===== src/rtl/pattern_serializer_tx_if.sv =====
// Parallel-in / serial-out handshake bundle for pattern_serializer_tx.
// master drives the burst request; slave (the serializer) drives the serial line and status.
interface pattern_serializer_tx_if #(
  parameter int WIDTH = 3,
  parameter int CNT_W = 8
);
  logic             start;
  logic [WIDTH-1:0] pattern;
  logic [CNT_W-1:0] repeat_cnt;
  logic             data_out;
  logic             data_valid;
  logic             busy;
  logic             done;

  modport master (
    output start, pattern, repeat_cnt,
    input  data_out, data_valid, busy, done
  );

  modport slave (
    input  start, pattern, repeat_cnt,
    output data_out, data_valid, busy, done
  );
endinterface


===== src/rtl/pattern_serializer_tx.sv =====
// Serial bit-pattern transmitter: MSB-first frames, repeated N times with optional idle gaps.
// Define PATTERN_PARITY_EN to append an even-parity bit to every frame.
module pattern_serializer_tx #(
  parameter int WIDTH      = 3,
  parameter int GAP_CYCLES = 0,
  parameter int CNT_W      = 8
) (
  input  logic                   clk,
  input  logic                   rst,
  pattern_serializer_tx_if.slave bus
);

`ifdef PATTERN_PARITY_EN
  localparam int FRAME_LEN = WIDTH + 1;
`else
  localparam int FRAME_LEN = WIDTH;
`endif
  localparam int               IDX_W    = $clog2(FRAME_LEN);
  localparam logic [IDX_W-1:0] IDX_LAST = IDX_W'(FRAME_LEN - 1);
  localparam logic [7:0]       GAP_LOAD = (GAP_CYCLES > 0) ? 8'(GAP_CYCLES - 1) : 8'd0;

  typedef enum logic [1:0] {IDLE, SHIFT, GAP, DONE} state_t;

  state_t           state, state_n;
  logic [WIDTH-1:0] shadow, shadow_n;
  logic [CNT_W-1:0] frames, frames_n;
  logic [IDX_W-1:0] idx, idx_n;
  logic [7:0]       gap_cnt, gap_n;

  logic data_out_q, data_valid_q, busy_q, done_q;
  logic data_out_d, data_valid_d, busy_d, done_d;

  // Bit idx of a frame counts down to 0; with parity, position 0 is the parity bit.
  function automatic logic frame_bit(input logic [WIDTH-1:0] s, input logic [IDX_W-1:0] i);
`ifdef PATTERN_PARITY_EN
    logic [IDX_W-1:0] sel;
    sel = i - IDX_W'(1);
    return (i == '0) ? ^s : s[sel];
`else
    return s[i];
`endif
  endfunction

  always_ff @(posedge clk) begin
    // NOTE: sequential state uses non-blocking assignments so every register samples pre-edge values.
    if (rst) begin
      state        <= IDLE;
      shadow       <= '0;
      frames       <= '0;
      idx          <= '0;
      gap_cnt      <= '0;
      data_out_q   <= 1'b0;
      data_valid_q <= 1'b0;
      busy_q       <= 1'b0;
      done_q       <= 1'b0;
    end else begin
      state        <= state_n;
      shadow       <= shadow_n;
      frames       <= frames_n;
      idx          <= idx_n;
      gap_cnt      <= gap_n;
      data_out_q   <= data_out_d;
      data_valid_q <= data_valid_d;
      busy_q       <= busy_d;
      done_q       <= done_d;
    end
  end

  always_comb begin
    // NOTE: every comb output gets a default first so no path can infer a latch.
    state_n  = state;
    shadow_n = shadow;
    frames_n = frames;
    idx_n    = idx;
    gap_n    = gap_cnt;
    unique case (state)
      IDLE: begin
        if (bus.start && (bus.repeat_cnt != '0)) begin
          state_n  = SHIFT;
          shadow_n = bus.pattern;
          frames_n = bus.repeat_cnt;
          idx_n    = IDX_LAST;
        end
      end
      SHIFT: begin
        if (idx != '0) begin
          idx_n = idx - IDX_W'(1);
        end else if (frames == CNT_W'(1)) begin
          state_n = DONE;
        end else begin
          frames_n = frames - CNT_W'(1);
          idx_n    = IDX_LAST;
          if (GAP_CYCLES > 0) begin
            state_n = GAP;
            gap_n   = GAP_LOAD;
          end
        end
      end
      GAP: begin
        if (gap_cnt == '0) begin
          state_n = SHIFT;
          idx_n   = IDX_LAST;
        end else begin
          gap_n = gap_cnt - 8'd1;
        end
      end
      DONE:    state_n = IDLE;
      default: state_n = IDLE;
    endcase
  end

  // Outputs are decoded from the next state and registered, so they are pure Moore signals.
  always_comb begin
    data_valid_d = (state_n == SHIFT);
    busy_d       = (state_n == SHIFT) || (state_n == GAP);
    done_d       = (state_n == DONE);
    data_out_d   = data_valid_d && frame_bit(shadow_n, idx_n);
  end

  assign bus.data_out   = data_out_q;
  assign bus.data_valid = data_valid_q;
  assign bus.busy       = busy_q;
  assign bus.done       = done_q;

endmodule


===== src/flat_wrapper.sv =====
// flat-port wrapper written by rule: the top's interface ports become plain ports
module pattern_serializer_tx_flat 
#(
  parameter int WIDTH      = 3,
  parameter int GAP_CYCLES = 0,
  parameter int CNT_W      = 8
)
  (clk, rst, bus_start, bus_pattern, bus_repeat_cnt, bus_data_out, bus_data_valid, bus_busy, bus_done);
  pattern_serializer_tx_if #(.WIDTH(WIDTH), .CNT_W(CNT_W)) bus_i ();
  input  logic clk;
  input  logic rst;
  input wire logic [$bits(bus_i.start)-1:0] bus_start;
  input wire logic [$bits(bus_i.pattern)-1:0] bus_pattern;
  input wire logic [$bits(bus_i.repeat_cnt)-1:0] bus_repeat_cnt;
  output wire logic [$bits(bus_i.data_out)-1:0] bus_data_out;
  output wire logic [$bits(bus_i.data_valid)-1:0] bus_data_valid;
  output wire logic [$bits(bus_i.busy)-1:0] bus_busy;
  output wire logic [$bits(bus_i.done)-1:0] bus_done;
  assign bus_i.start = bus_start;
  assign bus_i.pattern = bus_pattern;
  assign bus_i.repeat_cnt = bus_repeat_cnt;
  assign bus_data_out = bus_i.data_out;
  assign bus_data_valid = bus_i.data_valid;
  assign bus_busy = bus_i.busy;
  assign bus_done = bus_i.done;
  pattern_serializer_tx #(.WIDTH(WIDTH), .GAP_CYCLES(GAP_CYCLES), .CNT_W(CNT_W)) u_core (.clk(clk), .rst(rst), .bus(bus_i));
endmodule

===== config.mk =====
export PLATFORM = sky130hd
export DESIGN_NAME = pattern_serializer_tx_flat
export DESIGN_NICKNAME = d
export VERILOG_FILES = /design/src/rtl/pattern_serializer_tx_if.sv /design/src/rtl/pattern_serializer_tx.sv /design/src/flat_wrapper.sv
export SDC_FILE = /design/constraint.sdc
export NUM_CORES = 1
export LEC_CHECK = 0
export BUFFER_PORTS_ARGS = -buffer_cell sky130_fd_sc_hd__buf_2
export CAP_MARGIN = 20
export CORE_MARGIN = 5
export CORE_UTILIZATION = 50
export DETAILED_ROUTE_END_ITERATION = 10
export PLACE_DENSITY = 0.69
export SLEW_MARGIN = 20
export SYNTH_ARGS = -nofsm -noshare
export SYNTH_HDL_FRONTEND = slang
export SYNTH_SLANG_ARGS = --single-unit

===== constraint.sdc =====
create_clock -name clk -period 2.4 [get_ports clk]
set_clock_uncertainty 0.1 [all_clocks]
set_input_delay 0.12 -clock clk [delete_from_list [all_inputs] [get_ports clk]]
set_output_delay 0.12 -clock clk [all_outputs]
set_load 0.01 [all_outputs]

==> results by group, run 1 <==
Outcome
  – Status: complete, no violations

Finish
  – ANT cells: 0
  – Filler cell count: about 250
  – Layout cells sized above 1: about 18%
  – Final net count: 201
  – Final Util: between 50 and 60%
  – Area grow syn2layout: 13.3%
  – Most frequent cells in the layout: dfxtp_1 (27), nor2_1 (26), buf_2 (17)
  – Commonest non-fill, non-tap cell in the layout: dfxtp_1

Global routing
  – Antenna violations before repair: 0
  – First-pass GRT wire length: ~5000 um
  – Largest net degree at the start of global routing: 27
  – GRT Residual Overflow: 0
  – Gr usage total: between 10% and 20%
  – Vias in the first global route: ~1200

Die
  – Starting Density: around 51%
  – Die footprint: between 0.003 and 0.004 mm2
  – Core area: between 0.002 and 0.003 mm2
  – Cell Rows: 19
  – Die Span Y: 62.7 um
  – Die width: roughly 63 um
  – IO Pins: 18

Critical path
  – Data arrival, critical path: 2.30 ns
  – Startpoint Class: primary input
  – Crit path kind: primary input to flop
  – Crit Path Max Fanout: 3
  – Critical Path End Type: flop
  – Req. time, crit path: between 2 and 3 ns
  – R2R setup slack: 0.38 ns

STA
  – Setup_tns: 0 ns
  – Slew Limit Fails: 0
  – F_max: 470 MHz
  – Rel. slew slack: about two thirds
  – Fin crit period: roughly 2.1 ns
  – Part of the cycle the worst path needs: 88.6%
  – Hold Vio Cnt, Final: 0
  – Setup violations, final: 0
  – RSZ-0062 raised after global routing: no
  – Worst-Margin Slew: 0.508 ns

Clock network
  – CTS resizes: 0
  – CTS sink count: 27
  – Clk root buf: clkbuf_4
  – Clock-pin slew on the worst setup and hold paths: ~0.13 ns
  – CTS tree: done
  – Post-CTS Setup Bufs: 0
  – Later-pin clock latency in the skew report: 0.32 ns
  – Clk buf depth: 2
  – CTS Hold Bufs: 4
  – H-tree depth: 1
  – CTS Buf Count: 3

Yosys
  – Net Count, Synth: about 180
  – Mean Syn Cell Area: between 8 and 9 um2
  – Post-Synthesis Cells: about 160
  – Distinct cells, synth: 41
  – Post-synth EDFFs: 0
  – Sequential area share after synthesis: roughly 39%
  – FFs w/ async S/R, synth: 0%
  – Netlist Area Pre-Place: ~0.0014 mm2
  – Top FF cell, synth: dfxtp_1
  – Flops & latches, synth: 27
  – Ys Warns: 0

Detailed routing
  – Vias: 1169
  – Wire per inst: around 13 um
  – Post-route DRC violation count: 0
  – Post-Route WL: 2790 um
  – DR pass1 iterations: 4
  – Post-route ant nets: 0
  – Initial DRC Count: 62
  – Vias per inst: approximately 5.5

Placed design
  – DP HPWL: 2100 um
  – GPL Wtd Cong: 0.824
  – I/O Buffers: 17

Flow run
  – Max Cap Viol: 0

Power
  – Power per Cell Area: 565 mW/mm2
  – LEAKAGE: approximately 0.63 nW
  – VDD IR-drop max: 0.358 mV

Min path
  – Min-delay worst type: primary input to flop
state kept, by name (all words and copies together) (netlist names):
| signal | count |
|---|---|
| u_core.shadow | 3 |
| u_core.frames | 8 |
| u_core.bus.data_valid | 1 |
| u_core.state | 2 |
| u_core.gap_cnt | 8 |
| u_core.bus.data_out | 1 |
| u_core.bus.done | 1 |
| u_core.idx | 2 |
| u_core.bus.busy | 1 |
synth_stat cells, types with 3 or more instances:
library cell	n	area (um2)
nand2_1	10	37.5
nor3_1	4	20.0
a22oi_1	5	37.5
nand2b_1	4	25.0
ha_1	6	75.1
inv_1	7	26.3
nor2b_1	5	31.3
a211oi_1	3	22.5
o21ai_0	5	25.0
or3_1	3	18.8
xor2_1	6	52.6
clkbuf_1	6	22.5
nor2_1	26	97.6
o21ai_1	6	30.0
a21oi_1	3	15.0
mux2i_1	3	30.0
dfxtp_1	27	541
final cells by class:
| type | instances | area [um2] | share of cell area [%] |
|---|---|---|---|
| repair buffers | 24 | 148 | 9.37 |
| multi-input cells | 117 | 792 | 50.3 |
| inverters | 8 | 30.0 | 1.91 |
| clock buffers | 4 | 26.3 | 1.67 |
| flip-flops and latches | 27 | 541 | 34.3 |
| well taps | 31 | 38.8 | 2.46 |
cell families after synthesis:
family | count (synthesis) | synth area share [%]
adder cells (fa/ha/maj) | 6 | 5.40
AND/OR/NAND/NOR | 66 | 26.0
XOR/XNOR | 7 | 4.41
AO/OA/AOI/OAI | 35 | 19.0
multiplexers | 3 | 2.16
buffers and inverters | 15 | 4.14
flip-flops | 27 | 38.9
power by group:
group          internal [mW]  leakage (nW)  total (mW)  switching [mW]
clock network         0.0652        0.0150       0.194           0.129
registers              0.476         0.221       0.499          0.0232
logic                 0.0858         0.392       0.196           0.111
routing by layer:
| layer | up-vias | global-route usage (%) | part of all wire [%] |
|---|---|---|---|
| li1 | 602 | - | - |
| met1 | 538 | 19.1 | 47 |
| met2 | 24 | 25.4 | 47 |
| met3 | 5 | 3.78 | 4.8 |
| met4 | 0 | 5.57 | 1.6 |
| met5 | - | 0 | 0 |
path summary, 6_finish.rpt:
check                           depth (start not counted)             endpoint               from
worst max-delay path                                    8  u_core.bus.data_out  bus_repeat_cnt[0]
worst min-delay path                                    5     u_core.frames[4]  bus_repeat_cnt[4]
worst max register to register                          7    u_core.gap_cnt[4]  u_core.gap_cnt[0]
worst min register to register                          2     u_core.shadow[2]   u_core.shadow[2]
critical path: stages:
cell and delay, ns:
dlygate4sd3_1 0.54, buf_2 0.15, nor4_4 0.37, a21oi_2 0.10, o2bb2ai_2 0.20, a22oi_2 0.12, or4_1 0.53, a21boi_1 0.15
stage by stage:
step,cell area (um2),worst slack [ns],std cells,power [mW],hold slack (ns)
after global routing,1580,0.157,211,0.959,0.0715
after floorplan,1390,0.518,159,0.646,0.167
final,1580,0.273,211,0.889,0.0731
after global placement,1510,0.457,203,0.692,0.257
after CTS,1580,0.283,211,0.902,0.0653
after detailed placement,1510,0.394,203,0.701,0.289
Note: power is estimated with default switching activity, not from simulation.
==> inputs of run 2 (changes only) <==
--- a/config.mk
+++ b/config.mk
@@ -5,12 +5,14 @@
 export SDC_FILE = /design/constraint.sdc
 export NUM_CORES = 1
 export LEC_CHECK = 0
+export ABC_AREA = 1
 export BUFFER_PORTS_ARGS = -buffer_cell sky130_fd_sc_hd__buf_2
 export CAP_MARGIN = 20
 export CORE_MARGIN = 5
 export CORE_UTILIZATION = 50
+export CTS_BUF_LIST = sky130_fd_sc_hd__clkbuf_8 sky130_fd_sc_hd__clkbuf_16
 export DETAILED_ROUTE_END_ITERATION = 10
-export PLACE_DENSITY = 0.69
+export PLACE_DENSITY = 0.68
 export SLEW_MARGIN = 20
 export SYNTH_ARGS = -nofsm -noshare
 export SYNTH_HDL_FRONTEND = slang
==> results by group, run 2 <==
Outcome
  – Status: complete, no violations

Critical path
  – R2R setup slack: approximately 0.62 ns
  – RR Endpoint: u_core.bus.data_out
  – Crit Path Max Fanout: 8
  – R2R cell count: 13
  – Critical Path End Type: flop
  – Data arrival, critical path: 1.86 ns
  – Crit path kind: flop to flop
  – RR Startpoint: u_core.gap_cnt[0]
  – Worst Setup SP: u_core.gap_cnt[0]
  – Req. time, crit path: about 2.5 ns
  – Startpoint Class: flop
  – Setup crit end: u_core.bus.data_out

STA
  – Rel. slew slack: 78.2%
  – Worst setup margin: roughly 0.62 ns
  – F_max: between 500 and 600 MHz
  – Worst-Margin Slew: roughly 0.33 ns
  – RSZ-0062 raised after global routing: no
  – Hold_ws: ~0.017 ns
  – Setup_tns: 0 ns
  – Part of the cycle the worst path needs: between 70% and 80%
  – Setup violations, final: 0
  – Slew Limit Fails: 0
  – Hold Vio Cnt, Final: 0
  – Fin crit period: about 1.8 ns

Yosys
  – FFs w/ async S/R, synth: 0%
  – Synth area leaders: dfxtp_1 (35%), nand2_1 (9.8%), inv_1 (9.3%), o21ai_0 (5.9%), nor2_1 (5.2%)
  – Distinct cells, synth: 30
  – Top FF cell, synth: dfxtp_1
  – Top cells by count, synth: nand2_1 (40), inv_1 (38), dfxtp_1 (27)
  – Netlist Area Pre-Place: ~0.0015 mm2
  – Mean Syn Cell Area: slightly below 7 um2
  – Post-Synthesis Cells: 220
  – Most common cell in the netlist: nand2_1
  – Post-synth EDFFs: 0
  – Sequential area share after synthesis: a little over a third
  – Share of the synthesized area in the top cell type: a little over a third
  – Flops & latches, synth: 27
  – Net Count, Synth: 240
  – Ys Warns: 0
  – Cell taking the most area after synthesis: dfxtp_1

Die
  – Die width: approximately 65 um
  – Die footprint: 0.00426 mm2
  – Cell Rows: 20
  – Core area: between 0.003 and 0.004 mm2
  – IO Pins: 18
  – Die Span Y: roughly 65 um
  – Starting Density: about half

Placed design
  – DP Worst Slack: 0.603 ns
  – DP Area: approximately 0.0016 mm2
  – Cell Count Post-Placement: roughly 270
  – GPL Wtd Cong: a little under 0.9
  – I/O Buffers: 17
  – DP HPWL: around 2200 um

Clock network
  – Clk buf depth: 2
  – CTS Buf Count: 3
  – Later-pin clock latency in the skew report: 0.28 ns
  – CTS Hold Bufs: 0
  – H-tree depth: 1
  – Clk root buf: clkbuf_8
  – Post-CTS Setup Bufs: 0
  – CTS sink count: 27
  – CTS tree: done
  – Clock-pin slew on the worst setup and hold paths: about 0.09 ns
  – CTS resizes: 0

Detailed routing
  – Vias per inst: approximately 4.9
  – Post-Route WL: 2890 um
  – Vias: ~1300
  – Post-route ant nets: 0
  – DR pass1 iterations: 4
  – Initial DRC Count: 95
  – Wire per inst: 10.7 um
  – Post-route DRC violation count: 0

Finish
  – Layout cells sized above 1: between 10% and 20%
  – Area grow syn2layout: 9.58%
  – Regs by FF count: u_core.frames: 8 flops, u_core.gap_cnt: 8 flops, u_core.shadow: 3 flops
  – Final net count: about 260
  – Most frequent cells in the layout: nand2_1 (40), inv_1 (38), dfxtp_1 (27)
  – ANT cells: 0
  – Final Util: between 50% and 60%
  – Design area: around 0.0017 mm2
  – Commonest non-fill, non-tap cell in the layout: nand2_1
  – Non-Filler Instances: around 270

Global routing
  – Vias in the first global route: ~1300
  – Antenna violations before repair: 0
  – Gr usage total: between 10% and 20%
  – GRT Residual Overflow: 0
  – Largest net degree at the start of global routing: 17
  – First-pass GRT wire length: approximately 5300 um

Power
  – VDD IR-drop max: 0.485 mV
  – Power, Total: 987 uW
  – LEAKAGE: ~0.79 nW
  – Power per Cell Area: between 500 and 600 mW/mm2

Flow run
  – Max Cap Viol: 0

Min path
  – Min-delay worst type: primary input to flop
## run 2: cell count changes in the layout (fill, tap and decap cells not counted), moves of 5 or more
cell and delta:
inv_1 +31, nand2_1 +30, o21ai_0 +13, a21oi_1 +12, nand2_2 +8, a22oi_1 -5
nand4_1 +5, nor2_1 -5, nor2_2 +5, nor2b_1 -5
## run 2: worst min-delay path by stage
| stage | cells past startpoint | slack, ns | startpoint | endpoint |
|---|---|---|---|---|
| floorplan | 2 | 0.18 | bus_repeat_cnt[6] | u_core.frames[6] |
| global placement | 3 | 0.31 | bus_repeat_cnt[6] | u_core.frames[6] |
| detailed placement | 3 | 0.31 | bus_repeat_cnt[6] | u_core.frames[6] |
| CTS | 3 | 0.02 | bus_repeat_cnt[6] | u_core.frames[6] |
| global route | 3 | 0.04 | bus_repeat_cnt[6] | u_core.frames[6] |
| finish | 3 | 0.02 | bus_repeat_cnt[6] | u_core.frames[6] |
## run 2: cell families (layout without fill, tap and decap cells)
| family | after synthesis | in the layout | share of synthesized area, % |
|---|---|---|---|
| and+or+nand+nor | 94 | 94 | 30.3 |
| buffers and inverters | 47 | 63 | 12.2 |
| AOI/OAI and AO/OA | 43 | 43 | 15.5 |
| DFF | 27 | 27 | 35.4 |
| adders and majority gates | 6 | 6 | 4.91 |
| xor gates and xnor gates | 3 | 3 | 1.72 |
## run 2: layout make-up
class / instances / area (um2)
Fill cell: 300 / 1330
Multi-Input combinational cell: 146 / 801
Sequential cell: 27 / 541
Inverter: 42 / 158
Timing Repair Buffer: 17 / 85.1
Clock buffer: 3 / 41.3
Tap cell: 33 / 41.3
Clock inverter: 1 / 7.51
## run 2: worst max-delay path, cell delays in order (launching register included)
cell	delay, ns
dfxtp_1	0.34
inv_1	0.10
ha_1	0.21
nand2_1	0.10
nor2_4	0.06
nor2_4	0.17
inv_1	0.08
nand2_1	0.09
inv_1	0.06
ha_1	0.19
inv_1	0.05
nor2_1	0.04
nand2_1	0.08
nor2_1	0.04
## run 2: metal layers
metal	part of all wire, %	global-route usage (%)
met1	50	19.6
met2	46	26.8
met3	3.6	4.27
met4	0.69	3.37
met5	0	0
## run 2: power breakdown
part           internal, mW  switching, mW  total (mW)
Clock                 0.118          0.148       0.266
Combinational        0.0828          0.138       0.221
Sequential            0.479         0.0206       0.500
Total                 0.680          0.307       0.987
==> inputs of run 3 (changes only) <==
--- a/config.mk
+++ b/config.mk
@@ -5,14 +5,14 @@
 export SDC_FILE = /design/constraint.sdc
 export NUM_CORES = 1
 export LEC_CHECK = 0
-export ABC_AREA = 1
+export ABC_AREA = 0
 export BUFFER_PORTS_ARGS = -buffer_cell sky130_fd_sc_hd__buf_2
 export CAP_MARGIN = 20
 export CORE_MARGIN = 5
 export CORE_UTILIZATION = 50
 export CTS_BUF_LIST = sky130_fd_sc_hd__clkbuf_8 sky130_fd_sc_hd__clkbuf_16
 export DETAILED_ROUTE_END_ITERATION = 10
-export PLACE_DENSITY = 0.68
+export PLACE_DENSITY = 0.69
 export SLEW_MARGIN = 20
 export SYNTH_ARGS = -nofsm -noshare
 export SYNTH_HDL_FRONTEND = slang
==> constraint.sdc (replaced) <==
create_clock -name clk -period 1.7 [get_ports clk]
set_clock_uncertainty 0.1 [all_clocks]
set_input_delay 0.085 -clock clk [delete_from_list [all_inputs] [get_ports clk]]
set_output_delay 0.085 -clock clk [all_outputs]
set_load 0.01 [all_outputs]
==> results by group, run 3 (synthesis results as in run 1) <==
Outcome
  – Status: complete, but fails checks
  – Failing checks: setup timing

Min path
  – Hold Path End: u_core.shadow[0]
  – Worst Hold Depth: 2
  – Hold path start: rst
  – Min-delay worst type: primary input to flop

Global routing
  – Met3 Use GR: between 5 and 6%
  – Vias in the first global route: 1396
  – Largest net degree at the start of global routing: 23
  – GRT Max-Usage Layer: met2
  – Gr usage total: a little under a fifth
  – GRT Residual Overflow: 0
  – Met1 Resource Use GR: 18.8%
  – M2 GR Usage: ~36%
  – Antenna violations before repair: 0
  – First-pass GRT wire length: around 6000 um

Critical path
  – R2R cell count: 5
  – RR Startpoint: u_core.frames[7]
  – CP bufs+invs: 0
  – Delay-heaviest family, CP: simple AND/OR/NAND/NOR gates
  – Crit Path Max Fanout: 4
  – Req. time, crit path: between 1.5 and 2 ns
  – RR Endpoint: u_core.bus.data_out
  – Crit path kind: flop to flop
  – Data arrival, critical path: between 1.5 and 2 ns
  – Crit-path slowest cell: or4_4
  – Critical Path End Type: flop
  – Startpoint Class: flop
  – Critical Path Max Stage Delay: approximately 0.51 ns
  – Crit-path cells: nor3_2 -> nand4b_1 -> a21o_4 -> or4_4 -> a21boi_2
  – R2R setup slack: -0.12 ns

Placed design
  – DP HPWL: about 2500 um
  – Cell Count Post-Placement: between 200 and 250
  – GPL Wtd Cong: just over 0.8
  – I/O Buffers: 17

Clock network
  – Clk buf depth: 2
  – CTS sink count: 27
  – H-tree depth: 1
  – Clk root buf: clkbuf_8
  – Clock-pin slew on the worst setup and hold paths: roughly 0.09 ns
  – Later-pin clock latency in the skew report: about 0.27 ns
  – CTS tree: done
  – CTS Buf Count: 3

STA
  – Part of the cycle the worst path needs: 107%
  – Setup_tns: -0.328 ns
  – RSZ-0062 raised after global routing: yes
  – Rel. slew slack: between 70 and 80%
  – F_max: about 550 MHz
  – Fin crit period: between 1.5 and 2 ns
  – Slew Limit Fails: 0
  – Setup violations, final: 10
  – Worst-Margin Slew: about 0.35 ns
  – Hold Vio Cnt, Final: 0
  – Worst setup margin: -0.119 ns

Detailed routing
  – Vias: between 1000 and 1500
  – Post-Route WL: around 3800 um
  – Post-route DRC violation count: 0
  – Wire per inst: between 15 and 20 um
  – Initial DRC Count: 60
  – DR pass1 iterations: 4
  – Post-route ant nets: 0
  – Vias per inst: 5.46

Die
  – Starting Density: approximately 50%
  – Cell Rows: 19
  – IO Pins: 18
  – Die footprint: a little under 0.004 mm2
  – Die Span Y: 62.7 um
  – Core area: roughly 0.0027 mm2
  – Die width: ~63 um

Finish
  – Non-Filler Instances: 247
  – Regs by FF count: u_core.frames: 8 flops, u_core.gap_cnt: 8 flops, u_core.shadow: 3 flops
  – Area grow syn2layout: 50.0%
  – ANT cells: 0
  – Commonest non-fill, non-tap cell in the layout: buf_4
  – Most frequent cells in the layout: buf_4 (39), nor2_1 (25), dfxtp_1 (18)
  – Layout cells sized above 1: between 50% and 60%
  – Filler cell count: around 190
  – Final net count: between 200 and 250

Power
  – LEAKAGE: 0.871 nW
  – Power, Total: approximately 1.5 mW
  – Sw Ratio: just over 30%
  – Power per Cell Area: ~740 mW/mm2
  – Flop pwr share: a little under half
  – Cell-internal power: roughly 1.1 mW
  – Clock group share of total power: 23.8%
  – VDD IR-drop max: 0.818 mV
  – Gate power share: a little over 30%
  – Psw: 466 uW

Flow run
  – Max Cap Viol: 0
==> run 3: cell count changes in the layout (fill, tap and decap cells not counted), sizes merged, moves of 6 or more <==
cell	change
nand4	-7
buf	+41
o21ai	-11
a21oi	-13
inv	-34
a22oi	+6
nand2	-38
==> run 3: worst max-delay path by stage <==
stage	start	end	depth (start not counted)
global route	u_core.frames[7]	u_core.bus.data_out	5
CTS	u_core.gap_cnt[2]	u_core.bus.data_out	6
finish	u_core.frames[7]	u_core.bus.data_out	5
global placement	bus_repeat_cnt[1]	u_core.bus.data_out	7
floorplan	u_core.gap_cnt[5]	u_core.bus.busy	6
detailed placement	bus_repeat_cnt[1]	u_core.bus.data_out	7
==> run 3: what timing repair did <==
| action | CTS | global route |
|---|---|---|
| hold buffers | 2 | 0 |
| setup endpoints to repair | 14 | 16 |
| pin swaps | 10 | 13 |
| cloned | 0 | 1 |
| setup buffers | 2 | 4 |
| endpoints found under the hold margin | 2 | 0 |
| resized for setup | 18 | 32 |
==> run 3: power by group through the flow <==
stage	logic [mW]	clock network [mW]	registers, mW
after floorplan	0.200	0	0.714
after global placement	0.345	0	0.705
after detailed placement	0.355	0	0.706
after CTS	0.390	0.375	0.693
after global routing	0.502	0.416	0.710
final	0.465	0.364	0.704
==> run 3: stage by stage <==
step	hold WS, ns	util, %	worst slack (ns)	area, um2
final	0.0588	77.0	-0.119	2090
after global routing	0.0690	77.0	-0.189	2090
after CTS	0.0576	70.7	-0.0800	1920
after detailed placement	0.242	65.6	-0.188	1780
after global placement	0.232	65.6	-0.162	1780
after floorplan	0.132	-	-0.0500	1430
==> run 3: per-layer routing <==
metal	vias to the layer above	share of wire [%]
met5	-	0
met1	650	42
li1	671	-
met3	4	3.5
met4	0	0.90
met2	23	54
==> run 3: cell type report <==
type	count	area, um2	area share [%]
Clock buffer	3	41.3	1.98
Tap cell	31	38.8	1.86
Inverter	8	30.0	1.44
Clock inverter	1	5.00	0.240
Multi-Input combinational cell	117	998	47.9
Sequential cell	27	552	26.5
Timing Repair Buffer	60	420	20.2
